===== src/rtl/pid_chn_scheduler.sv =====
`default_nettype none
// ============================================================================
//  Module      : pid_chn_scheduler
//  Description : Runs one control round per tick. Each active channel is
//                issued to the shared PID core in ascending order, and the
//                scheduler waits for that channel's result before moving on.
//                Produces the PWM stop mask and the brake request, plus
//                sticky overrun and timeout flags.
//                Optional build macro: PID_TIMEOUT_EN (per-channel response
//                timeout with fault masking).
//  Revision    : 1.0 - initial release
// ============================================================================
module pid_chn_scheduler #(
    parameter int CLK_FREQ       = 27_000_000,
    parameter int CTRL_FREQ      = 100,
    parameter int NUM_CHN        = 4,
    parameter int CHN_WIDTH      = 3,
    parameter int DATA_WIDTH     = 16,
    parameter int TIMEOUT_CYCLES = 1024
) (
    input  logic                  clk,
    input  logic                  rstn,
    input  logic                  enable,
    input  logic [NUM_CHN-1:0]    chn_mask,
    output logic                  pid_start,
    output logic [CHN_WIDTH-1:0]  pid_chn,
    input  logic                  pid_ready,
    input  logic                  u_valid_o,
    input  logic [CHN_WIDTH-1:0]  u_chn_o,
    input  logic [DATA_WIDTH-1:0] u_data_o,
    output logic [NUM_CHN-1:0]    stop,
    output logic                  brake,
    output logic                  busy,
    output logic                  round_done,
    output logic                  overrun_err,
    output logic                  timeout_err
);

    localparam int TICK_PERIOD = CLK_FREQ / CTRL_FREQ - 1;
    localparam int TCK_W       = (TICK_PERIOD > 0) ? $clog2(TICK_PERIOD + 1) : 1;
    localparam int TO_W        = (TIMEOUT_CYCLES > 1) ? $clog2(TIMEOUT_CYCLES) : 1;
`ifdef PID_TIMEOUT_EN
    localparam bit TO_EN = 1'b1;
`else
    localparam bit TO_EN = 1'b0;
`endif

    typedef enum logic [2:0] {
        S_IDLE      = 3'd0,
        S_WAIT_TICK = 3'd1,
        S_ISSUE     = 3'd2,
        S_WAIT_RESP = 3'd3,
        S_NEXT      = 3'd4
    } state_t;

    state_t                 state_q, state_d;
    logic [TCK_W-1:0]       cnt_q, cnt_d;
    logic [TO_W-1:0]        to_cnt_q, to_cnt_d;
    logic [CHN_WIDTH-1:0]   ptr_q, ptr_d;
    logic [NUM_CHN-1:0]     round_mask_q, round_mask_d;
    logic [NUM_CHN-1:0]     fault_q, fault_d;
    logic [NUM_CHN-1:0]     zero_q, zero_d;
    logic                   pid_start_q, pid_start_d;
    logic [CHN_WIDTH-1:0]   pid_chn_q, pid_chn_d;
    logic [NUM_CHN-1:0]     stop_q, stop_d;
    logic                   brake_q, brake_d;
    logic                   busy_q, busy_d;
    logic                   round_done_q, round_done_d;
    logic                   overrun_q, overrun_d;
    logic                   timeout_q, timeout_d;

    logic                   w_tick;
    logic [NUM_CHN-1:0]     w_live;
    logic [NUM_CHN-1:0]     w_above;
    logic [NUM_CHN-1:0]     w_next;
    logic [NUM_CHN-1:0]     w_start_set;
    logic [NUM_CHN-1:0]     w_ptr_oh;

    // Lowest set bit of a channel mask, as a channel index
    function automatic logic [CHN_WIDTH-1:0] pick_low(input logic [NUM_CHN-1:0] m);
        pick_low = '0;
        for (int i = NUM_CHN - 1; i >= 0; i--) begin
            if (m[i]) pick_low = CHN_WIDTH'(i);
        end
    endfunction

    // Control-period divider; parked at zero while disabled
    always_comb begin
        w_tick = enable && (cnt_q == TCK_W'(TICK_PERIOD));
        if (!enable || w_tick) cnt_d = '0;
        else                   cnt_d = cnt_q + 1'b1;
    end

    // Channel selection helpers: live set, channels above ptr, next candidate
    always_comb begin
        w_live      = round_mask_q & ~fault_q;
        w_start_set = chn_mask & ~fault_q;
        w_ptr_oh    = NUM_CHN'(1) << ptr_q;
        w_above     = '0;
        for (int i = 0; i < NUM_CHN; i++) begin
            w_above[i] = (CHN_WIDTH'(i) > ptr_q);
        end
        w_next = w_live & w_above;
    end

    // Round sequencer: next state and registered outputs
    always_comb begin
        state_d      = state_q;
        to_cnt_d     = to_cnt_q;
        ptr_d        = ptr_q;
        round_mask_d = round_mask_q;
        fault_d      = fault_q;
        zero_d       = zero_q;
        pid_start_d  = pid_start_q;
        pid_chn_d    = pid_chn_q;
        stop_d       = stop_q;
        brake_d      = brake_q;
        busy_d       = busy_q;
        round_done_d = 1'b0;
        overrun_d    = overrun_q;
        timeout_d    = timeout_q;

        // A tick landing inside a round is dropped but remembered
        if (w_tick && busy_q) overrun_d = 1'b1;

        if (!enable) begin
            state_d      = S_IDLE;
            to_cnt_d     = '0;
            ptr_d        = '0;
            round_mask_d = '0;
            fault_d      = '0;
            zero_d       = '0;
            pid_start_d  = 1'b0;
            pid_chn_d    = '0;
            stop_d       = '1;
            brake_d      = 1'b1;
            busy_d       = 1'b0;
        end else begin
            case (state_q)
                S_IDLE: begin
                    stop_d  = '1;
                    brake_d = 1'b1;
                    state_d = S_WAIT_TICK;
                end
                S_WAIT_TICK: begin
                    if (w_tick) begin
                        round_mask_d = chn_mask;
                        stop_d       = ~chn_mask | fault_q;
                        zero_d       = '0;
                        ptr_d        = pick_low(w_start_set);
                        if (w_start_set == '0) begin
                            round_done_d = 1'b1;
                        end else begin
                            busy_d      = 1'b1;
                            pid_start_d = 1'b1;
                            pid_chn_d   = pick_low(w_start_set);
                            state_d     = S_ISSUE;
                        end
                    end
                end
                S_ISSUE: begin
                    // pid_start/pid_chn stay put until the core accepts
                    if (pid_ready) begin
                        pid_start_d = 1'b0;
                        to_cnt_d    = '0;
                        state_d     = S_WAIT_RESP;
                    end
                end
                S_WAIT_RESP: begin
                    if (u_valid_o && (u_chn_o == ptr_q)) begin
                        if (u_data_o == '0) zero_d = zero_q | w_ptr_oh;
                        else                zero_d = zero_q & ~w_ptr_oh;
                        state_d = S_NEXT;
                    end else if (TO_EN && (to_cnt_q == TO_W'(TIMEOUT_CYCLES - 1))) begin
                        timeout_d = 1'b1;
                        fault_d   = fault_q | w_ptr_oh;
                        stop_d    = stop_q | w_ptr_oh;
                        state_d   = S_NEXT;
                    end else begin
                        to_cnt_d = to_cnt_q + 1'b1;
                    end
                end
                S_NEXT: begin
                    if (w_next != '0) begin
                        ptr_d       = pick_low(w_next);
                        pid_chn_d   = pick_low(w_next);
                        pid_start_d = 1'b1;
                        state_d     = S_ISSUE;
                    end else begin
                        // Brake only if every live channel asked for zero drive
                        round_done_d = 1'b1;
                        busy_d       = 1'b0;
                        brake_d      = ((w_live & ~zero_q) == '0);
                        state_d      = S_WAIT_TICK;
                    end
                end
                default: state_d = S_IDLE;
            endcase
        end
    end

    // State and output registers, asynchronously reset
    always_ff @(posedge clk or negedge rstn) begin
        if (!rstn) begin
            state_q      <= S_IDLE;
            cnt_q        <= '0;
            to_cnt_q     <= '0;
            ptr_q        <= '0;
            round_mask_q <= '0;
            fault_q      <= '0;
            zero_q       <= '0;
            pid_start_q  <= 1'b0;
            pid_chn_q    <= '0;
            stop_q       <= '1;
            brake_q      <= 1'b1;
            busy_q       <= 1'b0;
            round_done_q <= 1'b0;
            overrun_q    <= 1'b0;
            timeout_q    <= 1'b0;
        end else begin
            state_q      <= state_d;
            cnt_q        <= cnt_d;
            to_cnt_q     <= to_cnt_d;
            ptr_q        <= ptr_d;
            round_mask_q <= round_mask_d;
            fault_q      <= fault_d;
            zero_q       <= zero_d;
            pid_start_q  <= pid_start_d;
            pid_chn_q    <= pid_chn_d;
            stop_q       <= stop_d;
            brake_q      <= brake_d;
            busy_q       <= busy_d;
            round_done_q <= round_done_d;
            overrun_q    <= overrun_d;
            timeout_q    <= timeout_d;
        end
    end

    assign pid_start   = pid_start_q;
    assign pid_chn     = pid_chn_q;
    assign stop        = stop_q;
    assign brake       = brake_q;
    assign busy        = busy_q;
    assign round_done  = round_done_q;
    assign overrun_err = overrun_q;
    assign timeout_err = timeout_q;

endmodule
`default_nettype wire

===== config.mk =====
export PLATFORM = sky130hd
export DESIGN_NAME = pid_chn_scheduler
export DESIGN_NICKNAME = d
export VERILOG_FILES = /design/src/rtl/pid_chn_scheduler.sv
export SDC_FILE = /design/constraint.sdc
export NUM_CORES = 1
export LEC_CHECK = 0
export ABC_AREA = 1
export BUFFER_PORTS_ARGS = -buffer_cell sky130_fd_sc_hd__buf_2
export CORE_MARGIN = 2
export CORE_UTILIZATION = 57
export DETAILED_ROUTE_END_ITERATION = 8
export PLACE_DENSITY_LB_ADDON = 0.2
export SLEW_MARGIN = 20
export SYNTH_ARGS = -nofsm -noshare
export SYNTH_HDL_FRONTEND = slang
export SYNTH_SLANG_ARGS = --single-unit

===== constraint.sdc =====
create_clock -name clk -period 2.05 [get_ports clk]
set_input_delay 0.5125 -clock clk [delete_from_list [all_inputs] [get_ports clk]]
set_output_delay 0.5125 -clock clk [all_outputs]
set_load 0.005 [all_outputs]

==> flow_summary.yaml, run 1 <==
power_and_ir_drop:
  p_leak_nw: 1.44
  power_density_mw_per_mm2: 843
  total_power_mw: 2.45
  vdd_drop_max_mv: 0.536
logic_synthesis:
  syn-cell-area_sq_mm: 0.00257
  synth_area_per_cell_sq_um: 7.31
  synth.top_cell.area_share_pct: 36.9
  ys_types: 35
  synth.area.top_cells: "dfrtp_1, nand2_1, nor2_1"
  synth-seq-area-share_pct: 42.1
  synth.ff_latch_count: 43
  yosys_warnings: 0
  yosysTopAreaCell: "dfrtp_1"
  postSynthCellCount: 352
floorplan:
  dieArea_sq_mm: 0.00507
  core_area_sq_mm: 0.00435
  initial_utilization_pct: 59.1
  io_pins: 41
  die_height_microns: 71.2
  rows: 24
  die_x_microns: 71.2
sta:
  clock_skew_ns: 0.00757
  setup_tns_ns: 0
  hold_viol_final: 0
  post-route-period-util_pct: 83.5
  fin_crit_ns: 1.71
  slew_violations: 0
  fmax_mhz: 584
  rsz0062_at_grt: "false"
  setup_viol: 0
  hold_ws_ns: 0.148
routing:
  viasPerCell: 5.24
  firstDrtPassIters: 5
  drc: 0
  postRouteAntennaNets: 0
  drt_iter0_markers: 202
  vias: 2342
  postRouteWirelength_mm: 5.69
  avgRoutedWirePerCell_microns: 12.7
global_route:
  grt_use_total_pct: 24.4
  grt_pass1_wl_mm: 9.71
  grt_max_degree: 22
  overflow: 0
  grt_pass1_vias: 2123
  antenna_found_initial: 0
cts:
  root_buffer: "clkbuf_8"
  post_cts_buffers: 0
  hold_buffers: 0
  cts_inserted_buffers: 5
  clk_pin_slew_ns: 0.08
  clockBufferDepth: 2
  clkLatencyLatePin_ns: 0.31
  clock_sinks: 43
  htreeDepth: 2
  post_cts_resize_count: 0
  tritoncts: "built"
finish:
  num_antenna_cells: 0
  drive_gt1_share_pct: 21.3
  syn_to_final_growth_pct: 13.1
  layout.nets: 423
  final_common_cell: "nand2_1"
  stdcell_count: 447
  final_cell_mix: "nand2_1, nor2_1, dfrtp_1, buf_2, inv_1"
placed_design:
  dp_cells: 439
  port_buffers: 38
  dp_hpwl_mm: 4.35
  gp_congestion: 0.887
worst_setup_path:
  rr_endpoint: "cnt_q[3]"
  cp_data_arrival_time_ns: 1.94
  end_kind: "register"
  reg2regPathDepth: 7
  cp.required_ns: 2.28
  worstReg2RegStart: "cnt_q[0]"
  path_class: "register to register"
  ff2ff_setup_slack_ns: 0.34
  critPathMaxFanout: 11
  start_kind: "register"
run:
  drv_cap: 0
worst_hold_path:
  min-delay-path-class: "input pin to asynchronous set/reset pin"
outcome:
  outcome: "complete, no violations"
final cells by class:
cell class | count | area, sq um
clock inverters | 1 | 30.0
flip-flops and latches | 43 | 1080
fillers | 382 | 1440
clock buffers | 7 | 76.3
repair buffers | 41 | 213
multi-input cells | 262 | 1290
inverters | 41 | 154
well taps | 52 | 65.1
worst max-delay path by stage:
stage | startpoint | end | slack (ns) | cells after the start
after global routing | cnt_q[0] | round_mask_q[3] | 0.16 | 8
after CTS | cnt_q[0] | cnt_q[3] | 0.32 | 7
after detailed placement | cnt_q[0] | cnt_q[3] | 0.34 | 7
final | cnt_q[0] | cnt_q[3] | 0.34 | 7
after global placement | cnt_q[0] | cnt_q[3] | 0.38 | 7
after floorplan | cnt_q[0] | cnt_q[16] | 0.62 | 8
state kept, by name, indices dropped and copies added (netlist names):
signal        flops
state_q           3
round_mask_q      4
cnt_q            19
pid_start         1
stop              4
brake             1
pid_chn           2
overrun_err       1
zero_q            4
round_done        1
busy              1
ptr_q             2
routing by layer:
metal  GRT usage [%]  part of all wire [%]
met2            35.5                    43
met3            5.27                   7.2
met5               0                     0
met4            7.34                   1.3
met1            36.7                    48
logic make-up after synthesis:
logic type | count (synthesis) | share of synthesized area (%)
fa+ha+maj | 1 | 0.486
compound gates | 32 | 7.05
buf+inv | 48 | 7.97
flops | 43 | 42.1
xor+xnor | 10 | 3.40
other cells | 1 | 0.146
simple gates | 217 | 38.9
cells in the mapped netlist, drive strengths merged:
| library cell | n |
|---|---|
| a31oi | 2 |
| nand3 | 21 |
| dfrtp | 38 |
| ha | 1 |
| nand2 | 107 |
| xnor2 | 4 |
| a21boi | 1 |
| a31o | 1 |
| nor3 | 8 |
| conb | 1 |
| buf | 6 |
| o21bai | 2 |
| nor2 | 64 |
| clkbuf | 1 |
| inv | 41 |
| xor2 | 6 |
| a32oi | 1 |
| o21ai | 20 |
| dfstp | 5 |
| nand4 | 11 |
| nor3b | 6 |
| a21oi | 5 |
power by group:
group | internal (mW) | switching [mW]
combinational | 0.272 | 0.457
clock | 0.365 | 0.290
sequential | 0.971 | 0.0985
total | 1.61 | 0.846
stage by stage:
stage          instance area, sq um  util (%)  setup WS (ns)
2_1_floorplan                  2580         -          0.621
3_3_place_gp                   2800      64.4          0.385
3_5_place_dp                   2800      64.4          0.339
4_1_cts                        2910      66.8          0.316
5_1_grt                        2910      66.8          0.157
6_report                       2910      66.8          0.338
worst max-delay path: stages, from the launching register on:
cell and delay, ns:
dfrtp_1 0.43, ha_1 0.26, nand3_2 0.14, inv_1 0.09, nand3_4 0.13, nand2_2 0.17
buf_4 0.23, nor3b_1 0.17
Note: power is estimated with default switching activity, not from simulation.
==> run 2: changes to the inputs <==
--- a/config.mk
+++ b/config.mk
@@ -8,7 +8,7 @@
 export ABC_AREA = 1
 export BUFFER_PORTS_ARGS = -buffer_cell sky130_fd_sc_hd__buf_2
 export CORE_MARGIN = 2
-export CORE_UTILIZATION = 57
+export CORE_UTILIZATION = 51
 export DETAILED_ROUTE_END_ITERATION = 8
 export PLACE_DENSITY_LB_ADDON = 0.2
 export SLEW_MARGIN = 20
==> constraint.sdc (replaced) <==
create_clock -name clk -period 1.53 [get_ports clk]
set_input_delay 0.3825 -clock clk [delete_from_list [all_inputs] [get_ports clk]]
set_output_delay 0.3825 -clock clk [all_outputs]
set_load 0.005 [all_outputs]
==> run 2 against run 1 <==
Net effect: routed wire length up 7.4%; clock power increased by 17%; sequential power is 34% higher; count of clock-buffer cells in the layout fell by 2; hold slack worse by 0.14 ns; clock skew increased by 0.0029 ns; combinational power up 54%; final cell count rose by 9.2%; sequential share of layout area decreased by 4.0 points; via count increased by 5.9%; fmax is 13% higher; critical endpoint is now cnt_q[12]; largest power group unchanged.
==> flow_summary.yaml, run 2 (synthesis gave the netlist of run 1 again) <==
outcome:
  outcome: "complete, no violations"
worst_setup_path:
  cp_data_arrival_time_ns: 1.75
  cp.required_ns: 1.76
  end_kind: "register"
  critPathMaxFanout: 4
  path_class: "register to register"
  start_kind: "register"
routing:
  postRouteAntennaNets: 0
  firstDrtPassIters: 4
  viasPerCell: 5.08
  postRouteWirelength_mm: 6.11
  vias: 2481
  avgRoutedWirePerCell_microns: 12.5
  drc: 0
  drt_iter0_markers: 215
finish:
  drive_gt1_share_pct: 33.0
  stdcell_count: 488
  final_common_cell: "nand2_1"
  fin_area_sq_mm: 0.00328
  utilization_pct: 68.6
  layout.nets: 449
  final_cell_mix: "nand2_1, nor2_1, buf_2, inv_1, dfrtp_1"
  largest_register_ff_count: 19
  num_antenna_cells: 0
  syn_to_final_growth_pct: 27.5
  top_register: "cnt_q"
placed_design:
  dp_cells: 470
  dpl-instance-area_sq_mm: 0.00296
  dp_hpwl_mm: 4.50
  gp_congestion: 0.956
  port_buffers: 38
cts:
  clkLatencyLatePin_ns: 0.31
  root_buffer: "clkbuf_8"
  clockBufferDepth: 2
  clock_sinks: 43
  cts_inserted_buffers: 5
  clk_pin_slew_ns: 0.10
  hold_buffers: 0
  htreeDepth: 2
  tritoncts: "built"
floorplan:
  die_height_microns: 75.0
  core_area_sq_mm: 0.00479
  rows: 25
  io_pins: 41
  initial_utilization_pct: 53.8
  die_x_microns: 75.0
  dieArea_sq_mm: 0.00563
power_and_ir_drop:
  power_density_mw_per_mm2: 1010
  p_leak_nw: 1.60
  p_switching_mw: 1.24
  clkPwrFrac_pct: 23.0
  comb_power_share_pct: 33.8
  vdd_drop_max_mv: 0.764
  power_frac_seq_pct: 43.2
  switching_share_pct: 37.3
  p_int_mw: 2.08
global_route:
  busiest_layer: "met2"
  antenna_found_initial: 0
  grt_max_degree: 21
  met3_usage_pct: 4.69
  grt_use_total_pct: 22.4
  use_met1_pct: 33.0
  overflow: 0
  grt_pass1_wl_mm: 9.43
  use_met2_pct: 33.1
  grt_pass1_vias: 2106
sta:
  fmax_mhz: 659
  hold_ws_ns: 0.0120
  setup_tns_ns: 0
  hold_viol_final: 0
  post-route-period-util_pct: 99.1
  rsz0062_at_grt: "true"
  setup_viol: 0
  clock_skew_ns: 0.0104
  fin_crit_ns: 1.52
  slew_violations: 0
worst_hold_path:
  min-delay-path-class: "input pin to asynchronous set/reset pin"
run:
  drv_cap: 0
## run 2: cell types whose count changed in the layout (fill, tap and decap cells not counted), moves of 3 or more
| cell | before | now |
|---|---|---|
| dfrtp_2 | 0 | 5 |
| nor3b_1 | 5 | 2 |
| dfrtp_1 | 38 | 33 |
| nand2_4 | 1 | 4 |
| nor2_1 | 56 | 49 |
| buf_4 | 3 | 26 |
| nand3_1 | 17 | 14 |
| nand2_1 | 99 | 94 |
| nor2_2 | 6 | 10 |
| nor2_4 | 2 | 5 |
## run 2: per-layer routing
layer / vias to the layer above / part of all wire, %
met5: - / 0
met4: 0 / 1.1
met3: 7 / 5.7
met2: 80 / 45
met1: 1147 / 48
li1: 1247 / -
## run 2: area by class of cell
class                      instances  area (sq um)
clock inverter                     3          23.8
timing repair buffer              67           428
clock buffer                       5          68.8
sequential                        43          1090
tap                               67          83.8
fill                             382          1500
inverter                          41           156
multi-input combinational        262          1430
## run 2: metrics by stage
step | total power, mW | setup WS [ns]
floorplan | 2.14 | 0.101
global placement | 2.42 | 0.0441
detailed placement | 2.45 | -0.00216
CTS | 3.22 | 0.0192
global route | 3.53 | -0.0788
finish | 3.32 | 0.0132
## run 2: repair_timing
| action | 4_1_cts | 5_1_grt |
|---|---|---|
| setup endpoints to repair | 4 | 26 |
| pin swaps | 0 | 12 |
| buffers inserted | 0 | 10 |
| resized for setup | 5 | 37 |
## run 2: path summary, 6_finish.rpt
path                              from              end  slack (ns)  depth (start not counted)
hold reg to reg                stop[1]          stop[1]        0.48                          2
max in group asynchronous         rstn        cnt_q[15]        1.00                          2
setup reg to reg              cnt_q[1]        cnt_q[12]        0.01                          8
min in group clk           chn_mask[3]  round_mask_q[3]        0.40                          3
hold / removal                    rstn         cnt_q[2]        0.01                          1
setup / recovery              cnt_q[1]        cnt_q[12]        0.01                          8
## run 2: power by group through the flow
stage | combinational (mW) | sequential (mW) | clock (mW)
2_1_floorplan | 0.725 | 1.41 | 0
3_3_place_gp | 0.987 | 1.44 | 0
3_5_place_dp | 1.00 | 1.44 | 0
4_1_cts | 1.02 | 1.42 | 0.778
5_1_grt | 1.27 | 1.45 | 0.813
6_report | 1.12 | 1.43 | 0.765
## run 2: critical path: stages (launching register included)
cell,delay [ns]
dfrtp_2,0.42
ha_4,0.16
nand3_4,0.09
buf_6,0.14
nor3_4,0.20
nand3_2,0.14
nor2_2,0.12
nand2_1,0.06
a21oi_1,0.11
==> run 3: changes to the inputs <==
--- a/config.mk
+++ b/config.mk
@@ -9,6 +9,7 @@
 export BUFFER_PORTS_ARGS = -buffer_cell sky130_fd_sc_hd__buf_2
 export CORE_MARGIN = 2
 export CORE_UTILIZATION = 51
+export CTS_BUF_LIST = sky130_fd_sc_hd__clkbuf_16
 export DETAILED_ROUTE_END_ITERATION = 8
 export PLACE_DENSITY_LB_ADDON = 0.2
 export SLEW_MARGIN = 20
==> run 3 against run 2 <==
Net effect: count of clock-buffer cells in the layout stayed put; critical path depth is 1 higher; clock power is 41% higher; die area stayed put; clock skew is 0.0058 ns lower; register-to-register slack better by 0.02 ns; sequential share of layout area is 0.076 points higher; routed wire length is 1.5% higher; hold slack better by 0.025 ns; power is 8.6% higher; critical path type unchanged; critical endpoint is now cnt_q[13]; highest routed layer unchanged.
==> flow_summary.yaml, run 3 (synthesis gave the netlist of run 1 again) <==
floorplan:
  die_height_microns: 75.0
  core_area_sq_mm: 0.00479
  die_x_microns: 75.0
  io_pins: 41
  initial_utilization_pct: 53.8
  dieArea_sq_mm: 0.00563
  rows: 25
placed_design:
  gp_congestion: 0.956
  port_buffers: 38
  dp_cells: 470
  dpl-instance-area_sq_mm: 0.00296
  dp_hpwl_mm: 4.50
routing:
  drc: 0
  firstDrtPassIters: 4
  postRouteAntennaNets: 0
  postRouteWirelength_mm: 6.20
  viasPerCell: 5.20
  vias: 2504
  drt_iter0_markers: 148
  avgRoutedWirePerCell_microns: 12.9
finish:
  final_cell_mix: "nand2_1, nor2_1, buf_2, dfrtp_1, inv_1"
  final_common_cell: "nand2_1"
  fin_area_sq_mm: 0.00327
  largest_register_ff_count: 19
  syn_to_final_growth_pct: 26.9
  stdcell_count: 482
  utilization_pct: 68.3
  layout.nets: 443
  fillers: 394
  drive_gt1_share_pct: 32.8
  top_register: "cnt_q"
  num_antenna_cells: 0
cts:
  clockBufferDepth: 2
  hold_buffers: 0
  root_buffer: "clkbuf_16"
  tritoncts: "built"
  clock_sinks: 43
  clkLatencyLatePin_ns: 0.29
  cts_inserted_buffers: 5
  htreeDepth: 2
  clk_pin_slew_ns: 0.07
sta:
  fin_crit_ns: 1.50
  setup_tns_ns: 0
  clock_skew_ns: 0.00461
  post-route-period-util_pct: 98.1
  setup_viol: 0
  hold_viol_final: 0
  slew_violations: 0
  rsz0062_at_grt: "true"
  fmax_mhz: 666
global_route:
  overflow: 0
  grt_pass1_wl_mm: 9.67
  grt_use_total_pct: 22.9
  grt_pass1_vias: 2125
  grt_max_degree: 21
  antenna_found_initial: 0
worst_setup_path:
  cp.required_ns: 1.71
  endpoint: "cnt_q[13]"
  ff2ff_setup_slack_ns: 0.03
  crit_start: "cnt_q[0]"
  worstReg2RegStart: "cnt_q[0]"
  path_class: "register to register"
  reg2regPathDepth: 9
  critPathMaxFanout: 4
  end_kind: "register"
  start_kind: "register"
  cp_data_arrival_time_ns: 1.68
  rr_endpoint: "cnt_q[13]"
worst_hold_path:
  min-delay-path-class: "input pin to asynchronous set/reset pin"
power_and_ir_drop:
  vdd_drop_max_mv: 0.793
  total_power_mw: 3.61
  p_leak_nw: 1.59
  power_density_mw_per_mm2: 1100
run:
  drv_cap: 0
outcome:
  outcome: "complete, no violations"
## run 3: worst min path at each step
stage                to  startpoint
6_report       cnt_q[2]        rstn
5_1_grt        cnt_q[2]        rstn
4_1_cts        cnt_q[2]        rstn
3_5_place_dp   cnt_q[2]        rstn
3_3_place_gp   cnt_q[2]        rstn
2_1_floorplan      busy        rstn
## run 3: what timing repair did
item	4_1_cts	5_1_grt
pin swaps	0	5
resized for setup	4	35
endpoints found under the setup margin	4	27
buffers inserted	0	4
## run 3: layout make-up
type                            instances  area (sq um)  area share, %
Tap cell                               67          83.8           2.57
Timing Repair Buffer                   61           379           11.6
Inverter                               41           154           4.71
Clock inverter                          3          23.8          0.728
Sequential cell                        43          1090           33.2
Multi-Input combinational cell        262          1420           43.3
Clock buffer                            5           125           3.83
## run 3: routing by layer
metal / GRT usage [%] / wire, microns / vias up
met3: 4.28 / 391 / 11
met2: 34.7 / 2860 / 96
met1: 33.6 / 2850 / 1162
li1: - / - / 1235
met4: 6.94 / 102 / 0
met5: 0 / 0 / -
## run 3: stage by stage
stage	hold slack (ns)	setup WS [ns]
final	0.0374	0.0285
after global routing	0.0871	-0.0778
after floorplan	0.0869	0.101
after CTS	0.0559	0.00170
after global placement	0.353	0.0441
after detailed placement	0.373	-0.00216
## run 3: where the power goes
part / total (mW) / switching, mW / internal [mW] / leakage, nW
registers: 1.43 / 0.128 / 1.31 / 0.568
clock network: 1.08 / 0.466 / 0.610 / 0.0664
logic: 1.10 / 0.667 / 0.430 / 0.952
total: 3.61 / 1.26 / 2.35 / 1.59
## run 3: critical path: stages, from the launching register on
cell and delay, ns:
dfrtp_1 0.39, buf_4 0.15, nand3_1 0.13, nor2_4 0.14, nand2_2 0.08, inv_2 0.09
nand2_2 0.08, nor2_4 0.10, nand2_1 0.06, nor3b_2 0.15
